===== src/rtl/panel_init_sequencer.sv =====
// Owns the HUB75 panel bus: runs the FM6126A init engine after reset or on request and hands the
// bus to the scan pipeline at a frame boundary, with blanking guards around every init run.
module panel_init_sequencer #(
  parameter int unsigned BLANK_CYCLES  = 16,
  parameter int unsigned INIT_TIMEOUT  = 65535,
  parameter int unsigned REINIT_PERIOD = 0,
  parameter int unsigned PERIOD_WIDTH  = 32
) (
  input  logic       clk_in,
  input  logic       reset,
  input  logic       reinit_req,
  input  logic       frame_boundary,
  input  logic       scan_output_enable,
  input  logic [2:0] scan_rgb1,
  input  logic [2:0] scan_rgb2,
  input  logic       scan_latch,
  input  logic       init_output_enable,
  input  logic [2:0] init_rgb1,
  input  logic [2:0] init_rgb2,
  input  logic       init_latch,
  input  logic       init_done,
  output logic       init_reset,
  output logic       output_enable_out,
  output logic [2:0] rgb1_out,
  output logic [2:0] rgb2_out,
  output logic       latch_out,
  output logic       init_active,
  output logic       init_error,
  output logic [7:0] init_count
);

  localparam int unsigned CntMax = (BLANK_CYCLES > INIT_TIMEOUT) ? BLANK_CYCLES : INIT_TIMEOUT;
  localparam int unsigned CntW   = $clog2(CntMax + 1);
  localparam logic [CntW-1:0] BlankLast   = CntW'(BLANK_CYCLES - 1);
  localparam logic [CntW-1:0] TimeoutLast = CntW'(INIT_TIMEOUT - 1);
  localparam logic [PERIOD_WIDTH-1:0] PeriodLast = PERIOD_WIDTH'(REINIT_PERIOD - 1);
  localparam bit PeriodEn = (REINIT_PERIOD != 0);
  // Bus bundle order: {oe_n, rgb1, rgb2, latch}; blank means OE deasserted, data and latch low.
  localparam logic [7:0] BlankBus = 8'b1_000_000_0;

  typedef enum logic [2:0] {
    StGuardPre,
    StInitKick,
    StInitRun,
    StGuardPost,
    StScan,
    StWaitBoundary
  } state_e;

  state_e                  state_q, state_d;
  logic [CntW-1:0]         cnt_q, cnt_d;
  logic [PERIOD_WIDTH-1:0] period_q, period_d;
  logic                    pending_q, pending_d;
  logic                    error_q, error_d;
  logic [7:0]              count_q, count_d;
  logic [7:0]              bus_q, bus_d;

  always_ff @(posedge clk_in or posedge reset) begin
    if (reset) begin
      state_q   <= StGuardPre;
      cnt_q     <= '0;
      period_q  <= '0;
      pending_q <= 1'b0;
      error_q   <= 1'b0;
      count_q   <= '0;
      bus_q     <= BlankBus;
    end else begin
      state_q   <= state_d;
      cnt_q     <= cnt_d;
      period_q  <= period_d;
      pending_q <= pending_d;
      error_q   <= error_d;
      count_q   <= count_d;
      bus_q     <= bus_d;
    end
  end

  // cnt_q doubles as the guard timer and the INIT_RUN timer; zero marks the first run cycle.
  always_comb begin
    state_d   = state_q;
    cnt_d     = cnt_q;
    period_d  = period_q;
    pending_d = pending_q | reinit_req;
    error_d   = error_q;
    count_d   = count_q;
    unique case (state_q)
      StGuardPre: begin
        if (cnt_q == BlankLast) begin
          state_d = StInitKick;
          cnt_d   = '0;
        end else begin
          cnt_d = cnt_q + 1'b1;
        end
      end
      StInitKick: begin
        pending_d = 1'b0;
        state_d   = StInitRun;
        cnt_d     = '0;
      end
      StInitRun: begin
        if ((cnt_q != '0) && init_done) begin
          count_d = (count_q == 8'hFF) ? count_q : count_q + 1'b1;
          state_d = StGuardPost;
          cnt_d   = '0;
        end else if (cnt_q == TimeoutLast) begin
          error_d = 1'b1;
          state_d = StGuardPost;
          cnt_d   = '0;
        end else begin
          cnt_d = cnt_q + 1'b1;
        end
      end
      StGuardPost: begin
        if (cnt_q == BlankLast) begin
          state_d  = StScan;
          cnt_d    = '0;
          period_d = '0;
        end else begin
          cnt_d = cnt_q + 1'b1;
        end
      end
      StScan: begin
        period_d = period_q + 1'b1;
        if (PeriodEn && (period_q == PeriodLast)) begin
          pending_d = 1'b1;
        end
        if (pending_q) begin
          state_d = StWaitBoundary;
        end
      end
      StWaitBoundary: begin
        if (frame_boundary) begin
          state_d = StGuardPre;
          cnt_d   = '0;
        end
      end
      default: begin
        state_d = StGuardPre;
        cnt_d   = '0;
      end
    endcase
  end

  always_comb begin
    init_reset  = (state_q == StInitKick);
    init_active = (state_q != StScan);
    bus_d       = BlankBus;
    if ((state_q == StScan) || (state_q == StWaitBoundary)) begin
      bus_d = {scan_output_enable, scan_rgb1, scan_rgb2, scan_latch};
    end else if ((state_q == StInitRun) && (cnt_q != '0)) begin
      bus_d = {init_output_enable, init_rgb1, init_rgb2, init_latch};
    end
  end

  assign output_enable_out = bus_q[7];
  assign rgb1_out          = bus_q[6:4];
  assign rgb2_out          = bus_q[3:1];
  assign latch_out         = bus_q[0];
  assign init_error        = error_q;
  assign init_count        = count_q;

endmodule


===== config.mk =====
export PLATFORM = sky130hd
export DESIGN_NAME = panel_init_sequencer
export DESIGN_NICKNAME = d
export VERILOG_FILES = /design/src/rtl/panel_init_sequencer.sv
export SDC_FILE = /design/constraint.sdc
export NUM_CORES = 1
export LEC_CHECK = 0
export CAP_MARGIN = 25
export CORE_MARGIN = 3
export CORE_UTILIZATION = 37
export CTS_CLUSTER_DIAMETER = 40
export DETAILED_ROUTE_END_ITERATION = 6
export GPL_TIMING_DRIVEN = 0
export MAX_ROUTING_LAYER = met4
export SKIP_CTS_REPAIR_TIMING = 1
export SLEW_MARGIN = 20
export SYNTH_ARGS = -nofsm -noshare
export SYNTH_HDL_FRONTEND = slang
export SYNTH_SLANG_ARGS = --single-unit

===== constraint.sdc =====
create_clock -name clk_in -period 2.3 [get_ports clk_in]
set_clock_uncertainty 0.05 [all_clocks]
set_input_delay 0.23 -clock clk_in [delete_from_list [all_inputs] [get_ports clk_in]]
set_output_delay 0.23 -clock clk_in [all_outputs]
set_load 0.01 [all_outputs]

# After elaboration in Yosys (flattened, before gate mapping)
# Index checks and enable logic that the tools add are counted.
# W data, S select, Z words.
[classes]
n_addsub = 2
n_eq_ne = 14
muxes = 15
n_bitwise = 4
reduce_logical = 10
[ops]
columns = ["operator", "n"]
rows = [
  ["$mux W16", 4],
  ["$pmux W16 S4", 1],
  ["$mux W3", 6],
  ["$pmux W3 S6", 1],
  ["$add A16 B1 Y16 const B", 1],
  ["$eq A16 B16 Y1 const B", 1],
  ["$eq A16 B4 Y1 const B", 1],
  ["$mux W8", 2],
  ["$reduce_bool A16 Y1", 1],
  ["$add A8 B1 Y8 const B", 1],
  ["$eq A8 B8 Y1 const B", 1],
  ["$ne A2 B2 Y1 const B", 4],
  ["$eq A3 B2 Y1 const B", 2],
  ["$eq A3 B3 Y1 const B", 2],
  ["$ne A3 B3 Y1 const B", 2],
  ["$reduce_and A3 Y1", 2],
  ["$reduce_and A5 Y1", 1],
  ["$eq A3 B1 Y1 const B", 1],
  ["$logic_not A3 Y1", 1],
  ["$not A1 Y1", 3],
  ["$logic_and A1 B1 Y1", 2],
  ["$reduce_and A2 Y1", 1],
  ["$reduce_or A2 Y1", 1],
  ["$logic_or A1 B1 Y1", 1],
  ["2 further kinds", 2],
]
[totals]
register_bits = 37
in_bits = 21
output_inout_bits = 19
wordCells = 51

# Depth between registers and ports, before layout
[depth]
depth_word = 4
ltp_mapped = 8
ltp_nobuf = 7

# Worst setup path before layout
# No wires, ideal clock.
[synth_timing]
path_kind = "register to register"
start = "reg cnt_q[0]"
end = "reg cnt_q[6]"
setup_time_ns = 0.069
t_arrival_ns = 1.712
required_ns = 2.181
slack_ns = 0.469
path_stages_with_launch = 9
n_path_buf = 1
path_cell_list = "dfrtp_1 -> inv_1 -> ha_1 -> nor3b_1 -> nand4_2 -> a211oi_4 -> nor2_2 -> buf_6 -> nor2_2"
[synth_between]
elab_chain_cells = 4
elab_cells_between_ends = 9
[synth_rtl]
columns = ["element", "line", "source"]
rows = [
  ["from (decl)", "51", "logic [CntW-1:0] cnt_q, cnt_d;"],
  ["from (signal assigned)", "69", "cnt_q <= cnt_d;"],
  ["$add A16 B1 Y16, or another cell as far along", "92, 110, 119", ""],
  ["$mux W16 or $logic_and A1 B1 Y1 (tied branches)", "105, 101", ""],
  ["$mux W16", "101", "if ((cnt_q != '0) && init_done) begin"],
  ["$pmux W16 S4 (*)", "86", "unique case (state_q)"],
]
# Every way passes the cells marked *; elsewhere a longest branch is shown, timed or not.
# A chain may end at the register's enable or synchronous reset.

# Worst setup path after layout
[layout_timing]
start = "reg state_q[0]"
end = "out init_reset"
[layout_between]
elab_chain_cells = 1
[layout_rtl]
columns = ["element", "line", "source"]
rows = [
  ["from (decl)", "50", "state_e state_q, state_d;"],
  ["from (signal assigned)", "60", "state_q <= StGuardPre;"],
  ["from (signal assigned)", "68", "state_q <= state_d;"],
  ["$eq A3 B1 Y1", "145", "init_reset = (state_q == StInitKick);"],
  ["to (decl)", "22", "output logic init_reset,"],
]
# No other way between the ends.

==> key figures <==
Routing
  – Routed wire length per instance: between 10 and 15 um
  – Via Count: 1480
  – Number of nets still failing antenna checks after routing: 0
  – Iteration-0 DRC Markers: 76
  – Drt drc: 0
  – Routed WL: 4120 um
  – Router iterations before antenna repair: 4
  – Via-per-instance ratio: 5.03

Critical path
  – R2r worst-path depth: 8
  – R2R Setup Slk: 0.19 ns
  – Reg2reg end: cnt_q[8]$_DFFE_PP0P_
  – Slowest CP cell: clkdlybuf4s50_1
  – Critical path's largest stage delay: 0.61 ns
  – Worst setup EP type: output port
  – Worst r2r src: cnt_q[0]$_DFFE_PP0P_
  – Worst setup path class: register to output port
  – Worst-path cell chain: clkbuf_1 > nor3b_1 > clkdlybuf4s50_1
  – Crit path required time: 2.02 ns
  – Setup crit start kind: register
  – CP max FO: 9
  – Worst EP arrival: between 1.5 and 2 ns

Cells and area
  – Register area: ~900 um^2
  – Synthesis-to-layout area growth: 32.9%
  – Share of layout cells above drive strength 1: 0.154
  – Filler cell count: around 460
  – Ant. Diodes: 0
  – Area occupied by multi-input gates: slightly above 900 um^2
  – Util after Layout: 0.523
  – Total Nets Final: 251

Clock tree
  – Htree depth: 2
  – Number of buffers created by CTS: 5
  – Clock Tree Buf Depth: 2
  – Clock root cell: clkbuf_8
  – Worst skew pair latency: 0.29 ns
  – Reg clk slew, reported paths: 0.07 ns
  – TritonCTS sink count: 37
  – CTS tree: yes

Synthesis
  – Yosys reg bits: 37
  – Most common library cells after synthesis: dfrtp_1, nor2_2, nand2_1
  – Area leader, netlist: dfrtp_1
  – Area contributors post-synth: dfrtp_1, xnor2_1, xor2_1
  – Synth top area share: 0.472
  – FFs w/ async S/R, synth: 1.00
  – EDFF count, synth: 0
  – Synthesized area: 1910 um^2
  – Most frequent cell after synthesis: dfrtp_1
  – Yosys warns: 0
  – Register area share after synthesis: 0.486
  – Synth Instances: about 180
  – Avg Cell Area, Syn: 10.7 um^2
  – Post-synth top flop: dfrtp_1
  – Unique cell type count in the Yosys netlist: 39
  – Net count after synthesis: 204

Flow run
  – Maxcap violations: 0

Placed design
  – Final Wtd Congestion: 0.798
  – Hpwl dp: 2920 um
  – IO Port Bufs: 39

STA
  – Endpoints failing setup: 0
  – Final hold viol count: 0
  – Slew @ Worst Pin: approximately 0.6 ns
  – Worst rel slew slack: 0.595
  – Fmax: 458 MHz
  – RSZ-0062 raised after global routing: no
  – Final Cycle Share: 0.949
  – Setup TNS: 0 ns
  – Pins Over Slew Limit: 0
  – Crit path time final: 2.18 ns

Global route
  – Pin count of the biggest net entering global routing: 27
  – Gr ovfl total: 0
  – Vias in the first global route: roughly 1400
  – First-pass GRT wire length: 7020 um
  – GR Util All Layers: 0.151
  – Initial antenna violation count: 0

Floorplan
  – Die height: 77.8 um
  – Num ports: 40
  – Die Wd: between 70 and 80 um
  – Core area: 4850 um^2
  – Initial Util: 0.394
  – Die footprint: a little over 6000 um^2
  – Row cnt: 25

Power and ir drop
  – Worst vdd ir: 0.309 mV
  – Pleak: 1.11 nW
  – Pwr/cell area: 541 nW/um^2

Outcome
  – Outcome: completed

Min path
  – Min-Delay Path Class: input port to asynchronous set/reset pin
state kept, by name, summed over array words and instances, names as in the netlist:
register	flops
bus_q	8
cnt_q	16
init_count	8
init_error	1
pending_q	1
state_q	3
final cells by class:
class	instances	area share
Clock buffer	5	0.0271
Timing Repair Buffer	40	0.162
Sequential cell	37	0.365
Tap cell	67	0.0330
Inverter	5	0.00740
Multi-Input combinational cell	129	0.363
Clock inverter	3	0.0256
Buffer	8	0.0163
critical path, delay by kind of cell (launching register included):
family                 cells  cell delay [ns]
AND/OR/NAND/NOR            1             0.40
buffers and inverters      2             0.89
flip-flops                 1             0.33
cells by family after synthesis:
kind of cell / Yosys count / share of synthesized area
multiplexers: 1 / 0.00590
buffers and inverters: 13 / 0.0315
AO/OA/AOI/OAI: 30 / 0.110
AND/OR/NAND/NOR: 76 / 0.258
XOR/XNOR: 18 / 0.0826
adder cells (fa/ha/maj): 4 / 0.0262
flip-flops: 37 / 0.486
power breakdown:
part / switching (W) / internal, W / leakage [nW]
clock: 0.000238 / 0.000431 / 0.0681
combinational: 0.0000199 / 0.0000337 / 0.542
sequential: 0.0000000000000000000221 / 0.000650 / 0.499
layer usage:
metal	vias up	share of wire	track usage
li1	730	-	-
met4	0	0.015	0.0641
met3	5	0.066	0.0325
met1	694	0.51	0.214
met5	-	0	-
met2	51	0.41	0.209
layout by cell type, fill, tap and decap left out, types with 3 or more instances in the layout:
| cell type | instances |
|---|---|
| clkdlybuf4s50_1 | 39 |
| dfrtp_1 | 36 |
| nor2_2 | 11 |
| nand2_1 | 10 |
| nor2_1 | 9 |
| xor2_1 | 9 |
| xnor2_1 | 9 |
| nand4_1 | 9 |
| nand3_1 | 8 |
| a21oi_1 | 8 |
| a22o_1 | 8 |
| and3_1 | 5 |
| nand2b_1 | 5 |
| o21ai_0 | 5 |
| clkbuf_8 | 5 |
| clkbuf_1 | 4 |
| inv_1 | 4 |
| ha_1 | 4 |
| and4_1 | 3 |
stage by stage:
step	std cells	hold WS, ns	area (um^2)	worst slack (ns)	power, W
after detailed placement	286	0.395	2400	0.214	0.000717
after floorplan	179	0.268	1910	0.469	0.000673
after global placement	285	0.396	2380	0.219	0.000713
after CTS	294	0.152	2540	0.117	0.00140
final	294	0.150	2540	0.117	0.00137
after global routing	294	0.195	2540	0.0229	0.00142
how the worst max path moves through the flow:
stage / from / end / slack [ns] / cells past startpoint
CTS: state_q[0]$_DFFE_PP0P_ / init_reset / 0.12 / 3
detailed placement: cnt_q[0]$_DFFE_PP0P_ / cnt_q[6]$_DFFE_PP0P_ / 0.21 / 8
finish: state_q[0]$_DFFE_PP0P_ / init_reset / 0.12 / 3
global route: state_q[0]$_DFFE_PP0P_ / init_reset / 0.02 / 3
global placement: cnt_q[0]$_DFFE_PP0P_ / cnt_q[10]$_DFFE_PP0P_ / 0.22 / 8
floorplan: cnt_q[0]$_DFFE_PP0P_ / cnt_q[6]$_DFFE_PP0P_ / 0.47 / 8
(Power assumes the default switching activity.)
